File: src/rtl/delay_timer.sv
// Programmable delay / timeout generator: one-shot, retriggerable and periodic
// modes with a configurable expiry pulse length and a synchronous abort.
module delay_timer #(
  parameter int WIDTH     = 14,
  parameter int PULSE_LEN = 1
) (
  input  logic             clk,
  input  logic             rst_n,
  input  logic             trigger,
  input  logic             abort,
  input  logic [1:0]       mode,
  input  logic [WIDTH-1:0] N,
  output logic             time_out,
  output logic             busy,
  output logic [WIDTH-1:0] count_out
);

  localparam int PW = (PULSE_LEN > 1) ? $clog2(PULSE_LEN) : 1;
  localparam logic [PW-1:0] PULSE_LAST = PW'(PULSE_LEN - 1);

  localparam logic [1:0] MODE_RETRIG   = 2'b01;
  localparam logic [1:0] MODE_PERIODIC = 2'b10;

  typedef enum logic [1:0] {IDLE, COUNTING, PULSE, WAIT_LOW} state_t;

  state_t           state_q, state_d;
  logic [WIDTH-1:0] count_q, count_d;
  logic [PW-1:0]    pcnt_q, pcnt_d;
  logic [1:0]       mode_q, mode_d;
  logic [WIDTH-1:0] n_q, n_d;
  logic             trig_q, trig_d;
  logic             time_out_q, time_out_d;
  logic             rise;
  logic             n_nonzero;

  assign rise      = trigger & ~trig_q;
  assign n_nonzero = (N != '0);

  always_comb begin
    state_d    = state_q;
    count_d    = count_q;
    pcnt_d     = pcnt_q;
    mode_d     = mode_q;
    n_d        = n_q;
    trig_d     = trigger;
    time_out_d = time_out_q;

    case (state_q)
      IDLE: begin
        if (rise && n_nonzero) begin
          mode_d  = mode;
          n_d     = N;
          count_d = N - WIDTH'(1);
          state_d = COUNTING;
        end
      end
      COUNTING: begin
        // A retrigger reload beats an expiry landing in the same cycle.
        if (mode_q == MODE_RETRIG && rise && n_nonzero) begin
          n_d     = N;
          count_d = N - WIDTH'(1);
        end else if (count_q == '0) begin
          state_d    = PULSE;
          time_out_d = 1'b1;
          pcnt_d     = PULSE_LAST;
        end else begin
          count_d = count_q - WIDTH'(1);
        end
      end
      PULSE: begin
        if (pcnt_q == '0) begin
          time_out_d = 1'b0;
          if (mode_q == MODE_PERIODIC && trigger) begin
            count_d = n_q - WIDTH'(1);
            state_d = COUNTING;
          end else if (trigger) begin
            state_d = WAIT_LOW;
          end else begin
            state_d = IDLE;
          end
        end else begin
          pcnt_d = pcnt_q - PW'(1);
        end
      end
      WAIT_LOW: begin
        if (!trigger) state_d = IDLE;
      end
      default: state_d = IDLE;
    endcase

    if (abort) begin
      state_d    = IDLE;
      time_out_d = 1'b0;
      count_d    = '0;
      pcnt_d     = '0;
    end
  end

  // trig_q resets high so a trigger held through reset release is not an edge.
  always_ff @(posedge clk or negedge rst_n) begin
    if (!rst_n) begin
      state_q    <= IDLE;
      count_q    <= '0;
      pcnt_q     <= '0;
      mode_q     <= '0;
      n_q        <= '0;
      trig_q     <= 1'b1;
      time_out_q <= 1'b0;
    end else begin
      state_q    <= state_d;
      count_q    <= count_d;
      pcnt_q     <= pcnt_d;
      mode_q     <= mode_d;
      n_q        <= n_d;
      trig_q     <= trig_d;
      time_out_q <= time_out_d;
    end
  end

  assign time_out  = time_out_q;
  assign busy      = (state_q != IDLE);
  assign count_out = (state_q == COUNTING) ? count_q : '0;

endmodule
File: config.mk
export PLATFORM = sky130hd
export DESIGN_NAME = delay_timer
export DESIGN_NICKNAME = d
export VERILOG_FILES = /design/src/rtl/delay_timer.sv
export SDC_FILE = /design/constraint.sdc
export NUM_CORES = 1
export LEC_CHECK = 0
export CORE_AREA = 2 2 72 74
export DETAILED_ROUTE_END_ITERATION = 10
export DIE_AREA = 0 0 74 76
export PLACE_DENSITY = 0.87
export SLEW_MARGIN = 5
export SYNTH_ARGS = -nofsm -noshare
export SYNTH_HDL_FRONTEND = slang
export SYNTH_SLANG_ARGS = --single-unit
File: constraint.sdc
create_clock -name clk -period 5.8 [get_ports clk]
set_input_delay 1.16 -clock clk [delete_from_list [all_inputs] [get_ports clk]]
set_output_delay 1.16 -clock clk [all_outputs]
set_load 0.05 [all_outputs]
==> results of run 1 <==
## through the flow
step / cells / worst slack (ns) / hold WS, ns / power [mW]
floorplan: 299 / 2.34 / 0.475 / 1.13
global placement: 393 / 1.60 / 0.494 / 1.33
detailed placement: 393 / 1.53 / 0.502 / 1.35
finish: 401 / 1.52 / 0.519 / 1.53
CTS: 401 / 1.52 / 0.518 / 1.52
global route: 401 / 1.28 / 0.543 / 1.65
## worst min-delay path by stage
stage / start / to / slack (ns) / depth (start not counted)
final: n_q[13] / n_q[13] / 0.52 / 1
after global routing: n_q[13] / n_q[13] / 0.54 / 1
after CTS: n_q[13] / n_q[13] / 0.52 / 1
after detailed placement: n_q[13] / n_q[13] / 0.50 / 1
after global placement: n_q[13] / n_q[13] / 0.49 / 1
after floorplan: n_q[13] / n_q[13] / 0.48 / 1
## metal layers
metal  routed length [µm]  GRT usage, %
met3                  420          4.23
met5                    0             0
met2                 2890          35.4
met1                 2710          34.6
met4                   78          5.64
## layout by cell type (no fill, tap or decap), drive strengths merged, types with 6 or more instances in the layout
cell,n
a211oi,10
a21oi,16
and2,11
clkbuf,8
clkdlybuf4s50,35
dfrtp,33
ha,8
inv,14
mux2,14
nand2,11
nor2,27
nor3,18
nor4,9
o21ai,20
o22ai,14
o32ai,6
or3,7
or4,8
xnor2,15
xor2,11
## logic make-up (layout without fill, tap and decap cells)
group,Yosys count,count (layout),synth area share (%)
simple gates,113,113,24.2
mux,14,14,6.07
compound gates,77,77,20.1
flops,34,34,32.8
buf+inv,27,59,4.24
xor+xnor,26,26,8.77
fa+ha+maj,8,8,3.85
## critical path, cell delays in order (launching register included)
cell and delay (ns):
dfrtp_1 0.42, inv_1 0.13, ha_1 0.69, clkinv_1 0.55, nor2_1 0.21, clkdlybuf4s50_1 0.82
## state kept, by name (all words and copies together), names as in the netlist
register,flops
n_q,14
state_q,2
time_out,1
count_q,14
trig_q,1
mode_q,2
## final cells by class
class | instances | area, µm² | area share [%]
tap | 70 | 87.6 | 2.85
inverter | 15 | 56.3 | 1.83
clock buffer | 8 | 80.1 | 2.61
multi-input combinational | 238 | 1640 | 53.3
timing repair buffer | 36 | 358 | 11.7
sequential | 34 | 852 | 27.8
## report_power, final
| part | switching [mW] | total, mW | internal, mW |
|---|---|---|---|
| Combinational | 0.534 | 0.903 | 0.369 |
| Clock | 0.0822 | 0.167 | 0.0852 |
| Sequential | 0.118 | 0.458 | 0.340 |
| Total | 0.735 | 1.53 | 0.794 |
==> results.md, run 1 <==
- Status: finished clean
- Fillers: 423
- R2R depth: 8
- Synth Flop Type: dfrtp_1
- Syn nets: 327
- Setup TNS Final: 0 ns
- Worst min-delay path category: flop to flop
- Syn_area_per_cell: 8.69 µm²
- Crit start category: flop
- Post-synth cell types: 48
- Final instance area: 3070 µm²
- Final setup fails: 0
- Area leader, netlist: dfrtp_1
- Worst Setup SP: state_q[1]
- RSZ-0062 raised after global routing: false
- Reg-to-reg startpoint: count_q[0]
- Top Ports: 36
- Antenna violations before repair: 0
- EDFF count, synth: 0
- R2R Setup Slk: 2.43 ns
- Clk sinks: 34
- Maximum root-to-sink buffer count: 2
- Post_cts resized: 0
- Detail Placement HPWL: 4.64 mm
- Via count: 2390
- IO buf count: 35
- Initial Util: 52.9%
- Die width: 74 µm
- Final ANT Viol Nets: 0
- Worst vdd ir: 0.000219 V
- Top post-synthesis cells by area: dfrtp_1 32%, xnor2_1 5.1%, nor2_1 3.9%
- CTS Buf Count: 5
- Worst slew pin tran: 0.804 ns
- CTS hold repair buffers: 0
- Layout cells sized above 1: 7.85%
- MaxCap Viol Count: 0
- Vias in the first global route: 2174
- Synthesis-to-finish area growth: 18.2%
- Die Ht: 76 µm
- Post-CTS Setup Repair Bufs: 0
- Layout Nets: 358
- Slew headroom: 46.4%
- Root buf cell: clkbuf_8
- First-pass GRT wire length: 10.6 mm
- All-layer global routing usage: 23.4%
- Insertion delay of the later-clocked pin in the worst-skew pair: 0.29 ns
- Crit path time final: 4.28 ns
- Ant diodes: 0
- Count leader, synth: dfrtp_1
- Worst Path Required: 4.64 ns
- Worst-path fanout max: 23
- Routed vias/inst: 5.96
- Pleak: 1.14 nW
- Post-synthesis sequential area ratio: 32.8%
- CP Class: flop to primary output
- Worst Path Arrival: 3.12 ns
- Seq cells post-synth: 34
- Fmax achieved: 0.234 GHz
- GRT overflow: 0
- Utilization after layout: 62.5%
- Area after DPL: 2990 µm²
- DRC errors left: 0
- Async set-or-reset flop fraction in the synthesized netlist: 100%
- Clk slew on worst S/H paths: 0.07 ns
- TritonCTS clock tree: built
- H-tree levels: 2
- Post-synthesis instance area: 2600 µm²
- Core Area: 4910 µm²
- Synth top cells by count: 33 x dfrtp_1, 27 x nor2_1, 18 x nor3_1
- Routability cong.: 0.871
- Max Clock Skew: 0.00527 ns
- Yosys Warn Count: 0
- Row count: 26
- Part of the cycle the worst path needs: 73.8%
- Initial drt markers: 302
- Post-synth top area share: 31.8%
- Slew Viols, Final: 0
- Critical R2R Capture: count_q[2]
- Power per standard cell area: 498 nW/µm²
- Die area: 5620 µm²
- Hold Fails Final Rpt: 0
- Setup crit end: count_out[9]
- CP Capture Type: primary output
- Mapped Cells: 299
- Largest net degree at the start of global routing: 35
- Drt first pass iters: 6
- Routed WL: 6.10 mm
- Routed length per instance: 15.2 µm
Power figures use the tool's default switching activity.
==> inputs of run 2 (changes only) <==
==> constraint.sdc (replaced) <==
create_clock -name clk -period 4.35 [get_ports clk]
set_input_delay 0.87 -clock clk [delete_from_list [all_inputs] [get_ports clk]]
set_output_delay 0.87 -clock clk [all_outputs]
set_load 0.05 [all_outputs]
==> results.md, run 2 (synthesis gave the netlist of run 1 again) <==
- DRC errors left: 0
- Crit path largest cell delay: 0.64 ns
- Antenna violations before repair: 0
- Setup TNS Final: 0 ns
- Final instance area: 3080 µm²
- GRT overflow: 0
- Worst Path Arrival: 3.85 ns
- Clk sinks: 34
- Die width: 74 µm
- Slowest CP cell: or4b_2
- MaxCap Viol Count: 0
- Die Ht: 76 µm
- Final WS setup: 0.667 ns
- Worst slew pin tran: 0.752 ns
- All-layer global routing usage: 25.6%
- Routed vias/inst: 6.07
- Pre-CTS WS: 0.384 ns
- Final ANT Viol Nets: 0
- Reg-to-reg startpoint: count_q[0]
- Maximum root-to-sink buffer count: 2
- Clk slew on worst S/H paths: 0.07 ns
- Crit path time final: 3.68 ns
- First-pass GRT wire length: 11.3 mm
- Drt first pass iters: 5
- Part of the cycle the worst path needs: 84.7%
- Min-Delay Startpoint: mode_q[0]
- Worst-path fanout max: 10
- Routed WL: 6.50 mm
- Hold Fails Final Rpt: 0
- Initial drt markers: 220
- Largest net degree at the start of global routing: 35
- R2R Setup Slk: 1.07 ns
- Status: finished clean
- CP Capture Type: flop
- Most frequent cells in the layout: 35 x clkdlybuf4s50_1, 33 x dfrtp_1, 27 x nor2_1
- Worst Hold Depth: 1
- Post_cts resized: 0
- Initial Util: 52.9%
- Worst Hold End: mode_q[0]
- CTS hold repair buffers: 0
- H-tree levels: 2
- Ant diodes: 0
- CP Class: input port to flop
- RSZ-0062 raised after global routing: false
- IO buf count: 35
- Area after DPL: 3000 µm²
- Root buf cell: clkbuf_8
- Crit start category: input port
- Layout Nets: 360
- Max Clock Skew: 0.00843 ns
- Routability cong.: 0.899
- CTS Buf Count: 5
- Insertion delay of the later-clocked pin in the worst-skew pair: 0.29 ns
- Post-CTS Setup Repair Bufs: 0
- Row count: 26
- Worst Hold Slack: 0.527 ns
- Worst-path cell chain: clkdlybuf4s50_1 -> inv_1 -> ha_1 -> or4b_2 -> nor4_4 -> or2_1 -> o21ai_1 -> a222oi_1 -> o21ai_0
- Largest regs: count_q x14, n_q x14
- Die area: 5620 µm²
- Slew Viols, Final: 0
- Critical R2R Capture: count_q[8]
- Vias in the first global route: 2322
- Via count: 2446
- Worst Path Required: 4.51 ns
- Pwr Total: 2.08 mW
- Top Ports: 36
- Worst vdd ir: 0.000300 V
- Worst min-delay path category: flop to flop
- Detail Placement HPWL: 4.89 mm
- Slew headroom: 49.7%
- Synthesis-to-finish area growth: 18.7%
- Pleak: 1.15 nW
- TritonCTS clock tree: built
- Commonest non-fill, non-tap cell in the layout: clkdlybuf4s50_1
- Final setup fails: 0
- Layout cells sized above 1: 8.41%
- Core Area: 4910 µm²
- R2R depth: 9
- Routed length per instance: 16.1 µm
- Fmax achieved: 0.272 GHz
- Power per standard cell area: 673 nW/µm²
==> run 2: cell types whose count changed in the layout (fill, tap and decap cells not counted) <==
cell   previous run  this run
buf_4             1         3
==> run 2: final cells by class <==
type / instances / area (µm²)
clock buffer: 8 / 80.1
fill: 413 / 1830
inverter: 15 / 56.3
multi-input combinational: 238 / 1640
sequential: 34 / 852
tap: 70 / 87.6
timing repair buffer: 38 / 373
==> run 2: metal layers <==
| metal | vias to the layer above | GRT usage [%] | wire, µm |
|---|---|---|---|
| met5 | - | 0 | 0 |
| met4 | 0 | 8.55 | 102 |
| met3 | 10 | 4.23 | 459 |
| met2 | 114 | 39.6 | 3160 |
| met1 | 1149 | 36.1 | 2780 |
| li1 | 1173 | - | - |
==> run 2: how the worst max path moves through the flow <==
stage          startpoint          to  depth (start not counted)
3_5_place_dp         N[0]  count_q[9]                          9
3_3_place_gp         N[0]  count_q[9]                          9
4_1_cts              N[0]  count_q[9]                          9
5_1_grt              N[0]  count_q[9]                          9
6_report             N[0]  count_q[9]                          9
2_1_floorplan        N[0]     n_q[10]                          9
==> run 2: critical path, delay by kind of cell <==
| family | cells | cell delay [ns] |
|---|---|---|
| buf+inv | 2 | 0.55 |
| simple gates | 3 | 1.56 |
| compound gates | 3 | 0.64 |
| fa+ha+maj | 1 | 0.20 |
==> run 2: power by group <==
group / leakage, nW / internal (mW) / switching [mW] / total (mW)
Sequential: 0.423 / 0.454 / 0.158 / 0.612
Combinational: 0.687 / 0.500 / 0.742 / 1.24
Clock: 0.0395 / 0.114 / 0.109 / 0.223
==> run 2: stage by stage <==
| stage | std cells | utilization (%) |
|---|---|---|
| 2_1_floorplan | 299 | - |
| 3_3_place_gp | 395 | 61.2 |
| 3_5_place_dp | 395 | 61.2 |
| 4_1_cts | 403 | 62.8 |
| 5_1_grt | 403 | 62.8 |
| 6_report | 403 | 62.8 |
==> RTL edit: new RTL, flow settings as in run 1 <==
Register the inputs `trigger`, `abort`, `mode` and `N` before use, with the module's reset. The logic sees them one clock later.
--- a/src/rtl/delay_timer.sv
+++ b/src/rtl/delay_timer.sv
@@ -23,6 +23,25 @@
 
   typedef enum logic [1:0] {IDLE, COUNTING, PULSE, WAIT_LOW} state_t;
 
+  logic trigger_q;
+  logic abort_q;
+  logic [1:0] mode_r;
+  logic [WIDTH-1:0] N_q;
+
+  always_ff @(posedge clk or negedge rst_n) begin
+    if (!rst_n) begin
+      trigger_q <= '0;
+      abort_q   <= '0;
+      mode_r    <= '0;
+      N_q       <= '0;
+    end else begin
+      trigger_q <= trigger;
+      abort_q   <= abort;
+      mode_r    <= mode;
+      N_q       <= N;
+    end
+  end
+
   state_t           state_q, state_d;
   logic [WIDTH-1:0] count_q, count_d;
   logic [PW-1:0]    pcnt_q, pcnt_d;
@@ -33,8 +52,8 @@
   logic             rise;
   logic             n_nonzero;
 
-  assign rise      = trigger & ~trig_q;
-  assign n_nonzero = (N != '0);
+  assign rise      = trigger_q & ~trig_q;
+  assign n_nonzero = (N_q != '0);
 
   always_comb begin
     state_d    = state_q;
@@ -42,23 +61,23 @@
     pcnt_d     = pcnt_q;
     mode_d     = mode_q;
     n_d        = n_q;
-    trig_d     = trigger;
+    trig_d     = trigger_q;
     time_out_d = time_out_q;
 
     case (state_q)
       IDLE: begin
         if (rise && n_nonzero) begin
-          mode_d  = mode;
-          n_d     = N;
-          count_d = N - WIDTH'(1);
+          mode_d  = mode_r;
+          n_d     = N_q;
+          count_d = N_q - WIDTH'(1);
           state_d = COUNTING;
         end
       end
       COUNTING: begin
         // A retrigger reload beats an expiry landing in the same cycle.
         if (mode_q == MODE_RETRIG && rise && n_nonzero) begin
-          n_d     = N;
-          count_d = N - WIDTH'(1);
+          n_d     = N_q;
+          count_d = N_q - WIDTH'(1);
         end else if (count_q == '0) begin
           state_d    = PULSE;
           time_out_d = 1'b1;
@@ -70,10 +89,10 @@
       PULSE: begin
         if (pcnt_q == '0) begin
           time_out_d = 1'b0;
-          if (mode_q == MODE_PERIODIC && trigger) begin
+          if (mode_q == MODE_PERIODIC && trigger_q) begin
             count_d = n_q - WIDTH'(1);
             state_d = COUNTING;
-          end else if (trigger) begin
+          end else if (trigger_q) begin
             state_d = WAIT_LOW;
           end else begin
             state_d = IDLE;
@@ -83,12 +102,12 @@
         end
       end
       WAIT_LOW: begin
-        if (!trigger) state_d = IDLE;
+        if (!trigger_q) state_d = IDLE;
       end
       default: state_d = IDLE;
     endcase
 
-    if (abort) begin
+    if (abort_q) begin
       state_d    = IDLE;
       time_out_d = 1'b0;
       count_d    = '0;
Check against the original RTL: not equivalent (a bounded check fails within 4 cycles, from zero or initial values and one cycle with rst_n low).
==> RTL edit against run 1 <==
  * Clock skew rose by 1.0 ps
  * Final cell count rose by 5.0%
  * Sequential cell count rose by 18
  * Critical path depth did not move
  * Die area did not move
  * Final area rose by 17%
  * Utilization rose by 11 points
  * Wire length rose by 11%
  * Synthesized cell count rose by 6.7%
  * Setup slack got worse by 97 ps
  * Global-route usage rose by 2.3 points
  * Largest power group unchanged
  * Largest cell class unchanged
  * Highest routed layer unchanged
  * Total power rose by 7.9%
  * Synthesized area rose by 20%
==> RTL edit: results (changes against run 1) <==
[metrics] run status: complete, no violations (unchanged)
[metrics] fraction of layout instances using a drive strength above 1: 12.3% (was 7.85%)
[metrics] net count of the mapped netlist: 347 (was 327)
[metrics] grt met3 use: 4.37% (was 4.23%)
[metrics] flip-flop and latch share of the layout cell area: 36.2% (was 27.8%)
[metrics] Repair and plain buffers: 35 (was 36)
[metrics] pin count of the biggest net entering global routing: 53 (was 35)
[metrics] highest net fanout along the worst path: 24 (was 23)
[metrics] total sequential power: 599 uW (was 458 uW)
[metrics] peak supply drop: 251 uV (was 219 uV)
[metrics] final standard cell count with taps included and fillers excluded: 421 (was 401)
[metrics] Pint: 906 uW (was 794 uW)
[metrics] cell types with the highest counts after synthesis: sky130_fd_sc_hd__dfrtp_1, sky130_fd_sc_hd__nor2_1, sky130_fd_sc_hd__o21ai_0 (was sky130_fd_sc_hd__dfrtp_1, sky130_fd_sc_hd__nor2_1, sky130_fd_sc_hd__nor3_1)
[metrics] vias in the first global route: 2,353 (was 2,174)
[metrics] wire length of the first global-routing pass: 11,400 um (was 10,600 um)
[metrics] detailed-routed wire length on met2: 3220 um (was 2890 um)
[metrics] Top Registers: N_q: 14 flops, count_q: 14 flops, n_q: 14 flops (was count_q: 14 flops, n_q: 14 flops)
[metrics] Leakage: 1.37 nW (was 1.14 nW)
[metrics] Layout clock buffers: 6 (was 8)
[metrics] share of the synthesized area in compound gates (AO/OA/AOI/OAI): 20.0% (was 20.1%)
[metrics] GRT Resource Usage Total: 25.7% (was 23.4%)
[metrics] number of flip-flops and latches: 52 (was 34)
[metrics] clock-cell share of area: 2.78% (was 2.61%)
[metrics] capture endpoint of the worst hold path: mode_q[0] (was n_q[13])
[metrics] portion of the layout cell area used by non-clock buffers: 9.59% (was 11.7%)
[metrics] worst hold slack after final layout: 477 ps (was 519 ps)
[metrics] placement-stage worst setup slack: 1780 ps (was 1530 ps)
[metrics] clk_lat worst skew: 310 ps (was 290 ps)
[metrics] multi-input gates: 241 (was 238)
[metrics] final weighted congestion of routability-driven global placement: 0.927 (was 0.871)
[metrics] count of routing violations after the opening detailed-route iteration: 295 (was 302)
[metrics] proportion of synthesized area in mux cells: 5.41% (was 6.07%)
[metrics] xor and xnor area share after synthesis: 6.17% (was 8.77%)
[metrics] met3 WL post-DR: 402 um (was 420 um)
## RTL edit: cell count changes in the layout (fill, tap and decap cells not counted), moves of 4 or more
| cell | change |
|---|---|
| sky130_fd_sc_hd__mux2_1 | -4 |
| sky130_fd_sc_hd__nor3_1 | -8 |
| sky130_fd_sc_hd__dfrtp_1 | +18 |
| sky130_fd_sc_hd__nor2b_1 | -4 |
| sky130_fd_sc_hd__or3_1 | -5 |
| sky130_fd_sc_hd__mux2_2 | +5 |
| sky130_fd_sc_hd__o32ai_1 | -4 |
| sky130_fd_sc_hd__nand3_1 | +5 |
## RTL edit: worst max-delay path by stage
stage	from	end	slack [ps]	depth (start not counted)
2_1_floorplan	state_q[1]	count_out[13]	2850	6
6_report	state_q[1]	count_out[2]	1420	5
4_1_cts	state_q[1]	count_out[2]	1450	5
3_3_place_gp	state_q[1]	count_out[2]	1860	5
3_5_place_dp	state_q[1]	count_out[2]	1780	5
5_1_grt	state_q[1]	count_out[2]	1250	5
